File: config.mk
export PLATFORM = sky130hd
export DESIGN_NAME = io_input_conditioner_flat
export DESIGN_NICKNAME = d
export VERILOG_FILES = /design/src/rtl/io_pkg.sv /design/src/rtl/io_input_conditioner_if.sv /design/src/rtl/debounce_bit.sv /design/src/rtl/io_input_conditioner.sv /design/src/flat_wrapper.sv
export SDC_FILE = /design/constraint.sdc
export NUM_CORES = 1
export LEC_CHECK = 0
export CORE_ASPECT_RATIO = 0.7
export CORE_UTILIZATION = 41
export CTS_CLUSTER_SIZE = 40
export DETAILED_ROUTE_END_ITERATION = 10
export GPL_TIMING_DRIVEN = 0
export PLACE_DENSITY = 0.79
export SYNTH_ARGS = -nofsm -noshare
export SYNTH_HDL_FRONTEND = slang
export SYNTH_HIERARCHICAL = 1
export SYNTH_SLANG_ARGS = --single-unit
File: constraint.sdc
create_clock -name clk_i -period 0.9 [get_ports clk_i]
set_clock_uncertainty 0.05 [all_clocks]
set_input_delay 0.18 -clock clk_i [delete_from_list [all_inputs] [get_ports clk_i]]
set_output_delay 0.18 -clock clk_i [all_outputs]
set_load 0.1 [all_outputs]
File: src/rtl/io_pkg.sv
// Shared constants and helpers for the board input conditioner.
package io_pkg;

  localparam int unsigned IO_BUS_W         = 32;
  localparam int unsigned IO_SW_W          = 18;
  localparam int unsigned IO_KEY_W         = 4;
  localparam int unsigned DEBOUNCE_DEFAULT = 500000;

  // $clog2 clamped to at least one bit so a 1-cycle debounce still has a legal counter
  function automatic int unsigned clog2_min1(input int unsigned val);
    return (val < 2) ? 1 : $clog2(val);
  endfunction

endpackage

File: src/rtl/io_input_conditioner_if.sv
// Raw pin inputs and conditioned outputs of the input conditioner.
interface io_input_conditioner_if
  import io_pkg::*;
#(
  parameter int unsigned N_SW  = IO_SW_W,
  parameter int unsigned N_KEY = IO_KEY_W
);

  logic [N_SW-1:0]     sw_raw_i;
  logic [N_KEY-1:0]    key_raw_i;
  logic [IO_BUS_W-1:0] io_sw_o;
  logic [IO_BUS_W-1:0] io_keys_o;
  logic [N_KEY-1:0]    key_press_o;

  modport master (
    output sw_raw_i, key_raw_i,
    input  io_sw_o, io_keys_o, key_press_o
  );

  modport slave (
    input  sw_raw_i, key_raw_i,
    output io_sw_o, io_keys_o, key_press_o
  );

endinterface

File: src/rtl/debounce_bit.sv
// One input bit: two-flop synchroniser, consecutive-sample debounce, stable flop.
// Counter present only when IO_DEBOUNCE_EN is defined; otherwise the synced sample passes straight through.
module debounce_bit
  import io_pkg::*;
#(
  parameter int unsigned DEBOUNCE_CYCLES = DEBOUNCE_DEFAULT,
  parameter logic        RST_VAL         = 1'b0
) (
  input  logic clk_i,
  input  logic rst_ni,
  input  logic raw,
  output logic stable
);

  logic s1;
  logic s2;
  logic s2n;

  // Sync flops idle at the pin's inactive level so reset looks like "not asserted"
  always_ff @(posedge clk_i or negedge rst_ni) begin
    if (!rst_ni) begin
      s1 <= RST_VAL;
      s2 <= RST_VAL;
    end else begin
      s1 <= raw;
      s2 <= s1;
    end
  end

  // XOR with the inactive level normalises to 1 = asserted
  assign s2n = s2 ^ RST_VAL;

`ifdef IO_DEBOUNCE_EN
  localparam int unsigned   CW      = clog2_min1(DEBOUNCE_CYCLES);
  localparam logic [CW-1:0] CNT_MAX = CW'(DEBOUNCE_CYCLES - 1);

  logic [CW-1:0] cnt;

  always_ff @(posedge clk_i or negedge rst_ni) begin
    if (!rst_ni) begin
      cnt    <= '0;
      stable <= 1'b0;
    end else if (s2n == stable) begin
      cnt <= '0;
    end else if (cnt == CNT_MAX) begin
      stable <= s2n;
      cnt    <= '0;
    end else begin
      cnt <= cnt + CW'(1);
    end
  end
`else
  logic cfg_unused;
  assign cfg_unused = (DEBOUNCE_CYCLES == 0);

  always_ff @(posedge clk_i or negedge rst_ni) begin
    if (!rst_ni) begin
      stable <= 1'b0;
    end else begin
      stable <= s2n;
    end
  end
`endif

endmodule

File: src/rtl/io_input_conditioner.sv
// Synchronises and debounces board switches and keys; keys normalised to 1 = pressed with a press pulse.
// Debounce counters are built only when IO_DEBOUNCE_EN is defined.
module io_input_conditioner
  import io_pkg::*;
#(
  parameter int unsigned N_SW            = IO_SW_W,
  parameter int unsigned N_KEY           = IO_KEY_W,
  parameter int unsigned DEBOUNCE_CYCLES = DEBOUNCE_DEFAULT,
  parameter bit          KEY_ACTIVE_LOW  = 1'b1
) (
  input  logic                   clk_i,
  input  logic                   rst_ni,
  io_input_conditioner_if.slave  bus
);

  logic [N_SW-1:0]  sw_stable;
  logic [N_KEY-1:0] key_stable;
  logic [N_KEY-1:0] key_stable_d;

  for (genvar gi = 0; gi < N_SW; gi++) begin : g_sw
    debounce_bit #(
      .DEBOUNCE_CYCLES (DEBOUNCE_CYCLES),
      .RST_VAL         (1'b0)
    ) u_db (
      .clk_i  (clk_i),
      .rst_ni (rst_ni),
      .raw    (bus.sw_raw_i[gi]),
      .stable (sw_stable[gi])
    );
  end

  // Key inversion: the inactive pin level is both the sync reset value and the normalising XOR
  for (genvar gk = 0; gk < N_KEY; gk++) begin : g_key
    debounce_bit #(
      .DEBOUNCE_CYCLES (DEBOUNCE_CYCLES),
      .RST_VAL         (KEY_ACTIVE_LOW)
    ) u_db (
      .clk_i  (clk_i),
      .rst_ni (rst_ni),
      .raw    (bus.key_raw_i[gk]),
      .stable (key_stable[gk])
    );
  end

  always_ff @(posedge clk_i or negedge rst_ni) begin
    if (!rst_ni) begin
      key_stable_d <= '0;
    end else begin
      key_stable_d <= key_stable;
    end
  end

  assign bus.io_sw_o     = IO_BUS_W'(sw_stable);
  assign bus.io_keys_o   = IO_BUS_W'(key_stable);
  assign bus.key_press_o = key_stable & ~key_stable_d;

endmodule
File: src/flat_wrapper.sv
// flat-port wrapper written by rule: the top's interface ports become plain ports
module io_input_conditioner_flat import io_pkg::*;
#(
  parameter int unsigned N_SW            = IO_SW_W,
  parameter int unsigned N_KEY           = IO_KEY_W,
  parameter int unsigned DEBOUNCE_CYCLES = DEBOUNCE_DEFAULT,
  parameter bit          KEY_ACTIVE_LOW  = 1'b1
)
  (clk_i, rst_ni, bus_sw_raw_i, bus_key_raw_i, bus_io_sw_o, bus_io_keys_o, bus_key_press_o);
  io_input_conditioner_if #(.N_SW(N_SW), .N_KEY(N_KEY)) bus_i ();
  input  logic clk_i;
  input  logic rst_ni;
  input wire logic [$bits(bus_i.sw_raw_i)-1:0] bus_sw_raw_i;
  input wire logic [$bits(bus_i.key_raw_i)-1:0] bus_key_raw_i;
  output wire logic [$bits(bus_i.io_sw_o)-1:0] bus_io_sw_o;
  output wire logic [$bits(bus_i.io_keys_o)-1:0] bus_io_keys_o;
  output wire logic [$bits(bus_i.key_press_o)-1:0] bus_key_press_o;
  assign bus_i.sw_raw_i = bus_sw_raw_i;
  assign bus_i.key_raw_i = bus_key_raw_i;
  assign bus_io_sw_o = bus_i.io_sw_o;
  assign bus_io_keys_o = bus_i.io_keys_o;
  assign bus_key_press_o = bus_i.key_press_o;
  io_input_conditioner #(.N_SW(N_SW), .N_KEY(N_KEY), .DEBOUNCE_CYCLES(DEBOUNCE_CYCLES), .KEY_ACTIVE_LOW(KEY_ACTIVE_LOW)) u_core (.clk_i(clk_i), .rst_ni(rst_ni), .bus(bus_i));
endmodule
=== Yosys cells after proc, flatten, opt, wreduce, memory -nomap -nowiden ===
Cells that the tools add are included.

* Bitwise gates (word level): 6

{| class="wikitable"
|+ Operator list
! kind !! number
|-
| 4-bit bitwise AND || 1
|-
| 1-bit inverter || 4
|-
| 4-bit inverter || 1
|}

* Word-level logic and storage cells: 73
* Input port bits: 24
* Bits in registers: 70
* Output and inout bits: 68

=== Logic depth before layout (Yosys ltp) ===
Gate-level depths: netlist of the first run.

* Depth after elaboration: 2
* Gate-level depth with buffers: 1
* Mapped depth without buffers: 1

=== Modules after synthesis ===
The synthesis of the first run kept the hierarchy.

{| class="wikitable"
|+ By module, submodules not included
! module !! cells an instance !! area each (um^2) !! times used !! seq. area each (um^2)
|-
| debounce_bit at u_core.g_sw[0].u_db ... || 3 || 75.1 || 18 || 75.1
|-
| io_input_conditioner || 51 || 474.2 || 1 || 100.1
|-
| debounce_bit at u_core.g_key[0].u_db ... || 4 || 81.3 || 4 || 77.6
|}

=== Least setup slack after synthesis of the first run ===
No wires, ideal clock.

* Path type: register to output
* From: reg u_core.g_key[0].u_db.stable
* To: out bus_key_press_o[0]
* Buffers on the path: 0
* Setup slack: -922 ps
* Data arrival time: 1,592 ps
* Cell stages (with the launch flop): 2
* Cell sequence: dfrtp_1 nor2b_4

* Word-level cells in the longest chain between the ends: 1

{| class="wikitable"
|+ RTL lines
! element !! line !! text
|-
| start, declared || debounce_bit.sv:12 || <nowiki>output logic stable</nowiki>
|-
| start signal, assigned || debounce_bit.sv:60 || <nowiki>stable <= s2n;</nowiki>
|-
| 4-bit bitwise AND || io_input_conditioner.sv:55 || <nowiki>assign bus.key_press_o = key_stable & ~key_stable_d;</nowiki>
|-
| end, declared || flat_wrapper.sv:17 || <nowiki>output wire logic [$bits(bus_i.key_press_o)-1:0] bus_key_press_o;</nowiki>
|}

No other way between the ends.

=== Final worst setup path of the first run ===
Same ends and word-level chain as after synthesis.

==> reports/metrics.cfg, run 1 <==
[cells_and_area]
final_cells=296
n_antenna_cell=0
fin_area_um2=3253
area_growth_pct=51.25
final_util_pct=66.21
layout.nets=246
final_layout_size_suffix_gt1_share_pct=52.42

[worst_setup_path]
r2r_start=u_core/g_key[3].u_db/s2
cp_max_fo=3
critPathSlowestCell=dfrtp_4
worst_setup_path_end_kind=output port
reg2regPathDepth=1
critPathLaunchType=flop
r2r_end=u_core/g_key[3].u_db/stable
crit_type=reg -> out
path_cells=nor2b_4 > buf_12
rrSetupSlack_ps=200
worstPathRequired_ps=670
cpPeakStageDelay_ps=500
crit_arrival_ps=1130

[sta]
hold_viol_final=62
tightestPinTransition_ps=828.2
grt_setup_unrepaired=true
fin_crit_ps=1364
final_max_slew_viol_count=0
fmax_mhz=733.2
relSlewSlack_pct=44.78
holdWs_ps=-101.4
setup_viol=26
setup_slack_ps=-463.9
fin_crit_sh_pct=151.5

[placement]
place_inst=280
place_area_um2=2917
place_congestion=0.6013
place_ws_ps=-983.1
port_buffers=49
dp_hpwl_mm=1.971

[power_and_ir_drop]
peakVddDrop_uv=1096
cellPowerDensity_nw_per_um2=2342
leakage_uw=0.001580

[clocking]
h-tree-depth=3
root_buffer=clkbuf_8
cts_tree=yes
cts_inserted_buffers=9
clock_latency_ps=330
clkTransAtPathRegs_ps=70
cts_sinks=70
clockBufferDepth=2

[routing]
drc=0
drt_iter0_markers=15
drtAntennaViolNets=0
wirelength_mm=2.894
via_per_inst=3.392
first_pass_iters=2
routed-via-count=1004
wl_per_cell_um=9.777

[floorplan]
io_pins=92
coreArea_um2=4913
die_area_um2=5544
die_width_um=88.57
initial_utilization_pct=43.77
rows=21
die_h_um=62.60

[yosys]
ys_warn_count=6
synthDistinctLibCells=6
synth_cells=121
synth_area_um2=2151
ys_seq_elements=70
avgSynthCellArea_um2=17.78
ys_seq_area_share_pct=81.91

[grt]
antenna_found_initial=0
grt_pass1_vias=1023
gr-total-overflow=0
grt_usage_pct=12.54
grt_pass1_wl_mm=4.747
grt_max_degree=71

[min_path]
min_path_type=in -> async

[status]
violations=hold timing, setup timing
outcome=finished with violations

[flow_run]
drv_cap=0

-- report_power, final --
group,internal (µW),switching (µW)
Combinational,387,1340
Sequential,3330,66.8
Clock,1420,1070
Total,5140,2480
-- worst max path at each step --
stage                     slack [ps]                           to  cells after the start                   startpoint
after floorplan                 -520           bus_key_press_o[0]                      1  u_core/g_key[0].u_db/stable
after global placement         -2880  u_core/g_key[3].u_db/stable                      1                       rst_ni
after detailed placement        -980           bus_key_press_o[0]                      2  u_core/g_key[0].u_db/stable
after CTS                       -470           bus_key_press_o[2]                      2  u_core/g_key[2].u_db/stable
after global routing            -510           bus_key_press_o[1]                      2  u_core/g_key[1].u_db/stable
final                           -460           bus_key_press_o[0]                      2  u_core/g_key[0].u_db/stable
-- layout by cell type, fill, tap and decap left out --
| cell | instances |
|---|---|
| conb_1 | 42 |
| bufinv_16 | 1 |
| buf_6 | 10 |
| inv_1 | 4 |
| dfrtp_1 | 40 |
| clkinvlp_4 | 3 |
| dfrtp_4 | 4 |
| buf_8 | 9 |
| dfstp_2 | 8 |
| clkdlybuf4s50_1 | 22 |
| dfrtp_2 | 18 |
| clkbuf_8 | 11 |
| clkinv_2 | 1 |
| nor2b_4 | 4 |
| buf_4 | 43 |
| buf_12 | 7 |
-- through the flow --
| stage | TNS (ps) | total power (µW) |
|---|---|---|
| 5_1_grt | -8617 | 7931 |
| 4_1_cts | -8272 | 7684 |
| 2_1_floorplan | -2100 | 4798 |
| 3_3_place_gp | -193270 | 5078 |
| 6_report | -7509 | 7618 |
| 3_5_place_dp | -24200 | 5092 |
-- area by class of cell --
class | count | area [µm²]
sequential | 70 | 1799
fill | 365 | 1660
timing repair buffer | 49 | 615.6
buffer | 42 | 315.3
multi-input combinational | 46 | 212.7
clock buffer | 11 | 151.4
tap | 69 | 86.33
clock inverter | 5 | 57.56
inverter | 4 | 15.01
-- critical path, delay by kind of cell, from the launching register on --
kind,cells,cell delay (ps)
flip-flops,1,500
buffers and inverters,1,160
AND/OR/NAND/NOR,1,140
-- cells by family after synthesis --
kind of cell | count (synthesis) | share of synthesized area [%]
buf+inv | 46 | 15.36
flops | 70 | 81.91
other cells | 1 | 0.1744
simple gates | 4 | 2.559
-- sequential cells by signal, indices dropped and copies added (netlist names) --
register and flops:
u_core/g_sw.u_db/stable 18, u_core/key_stable_d 4, u_core/g_sw.u_db/s2 18, u_core/g_key.u_db/stable 4, u_core/g_sw.u_db/s1 18, u_core/g_key.u_db/s1 4
u_core/g_key.u_db/s2 4
-- what timing repair did --
item | in CTS | in global routing
setup buffers | 0 | 0
hold endpoints to repair | 62 | 62
gates resized for setup | 195 | 10
endpoints found under the setup margin | 26 | 26
-- per-layer routing --
metal	global-route usage, %	up-vias	wire length [µm]
li1	-	480	-
met1	12.08	473	959
met2	20.96	43	1644
met3	7.530	8	237
met4	6.048	0	53
met5	0	-	0
-- synthesized netlist by cell type --
| library cell | count | area (µm²) |
|---|---|---|
| buf_4 | 42 | 315.3 |
| conb_1 | 1 | 3.750 |
| inv_1 | 4 | 15.01 |
| nor2b_4 | 4 | 55.05 |
| dfstp_2 | 8 | 210.2 |
| dfrtp_1 | 62 | 1551 |
Power figures use the tool's default switching activity.
==> run 2, diff against run 1 <==
==> constraint.sdc (replaced) <==
create_clock -name clk_i -period 0.9 [get_ports clk_i]
set_clock_uncertainty 0.05 [all_clocks]
set_input_delay 0.09 -clock clk_i [delete_from_list [all_inputs] [get_ports clk_i]]
set_output_delay 0.09 -clock clk_i [all_outputs]
set_load 0.1 [all_outputs]
==> results of run 2 <==
Same layout as run 1 (identical final DEF). Status: finished with violations: hold timing, setup timing.
Main changes from that run: setup slack after placement -983.1 ps -> -893.1 ps; setup slack after layout -463.9 ps -> -373.9 ps; setup TNS -7509 ps -> -5169 ps; hold slack -101.4 ps -> -191.4 ps
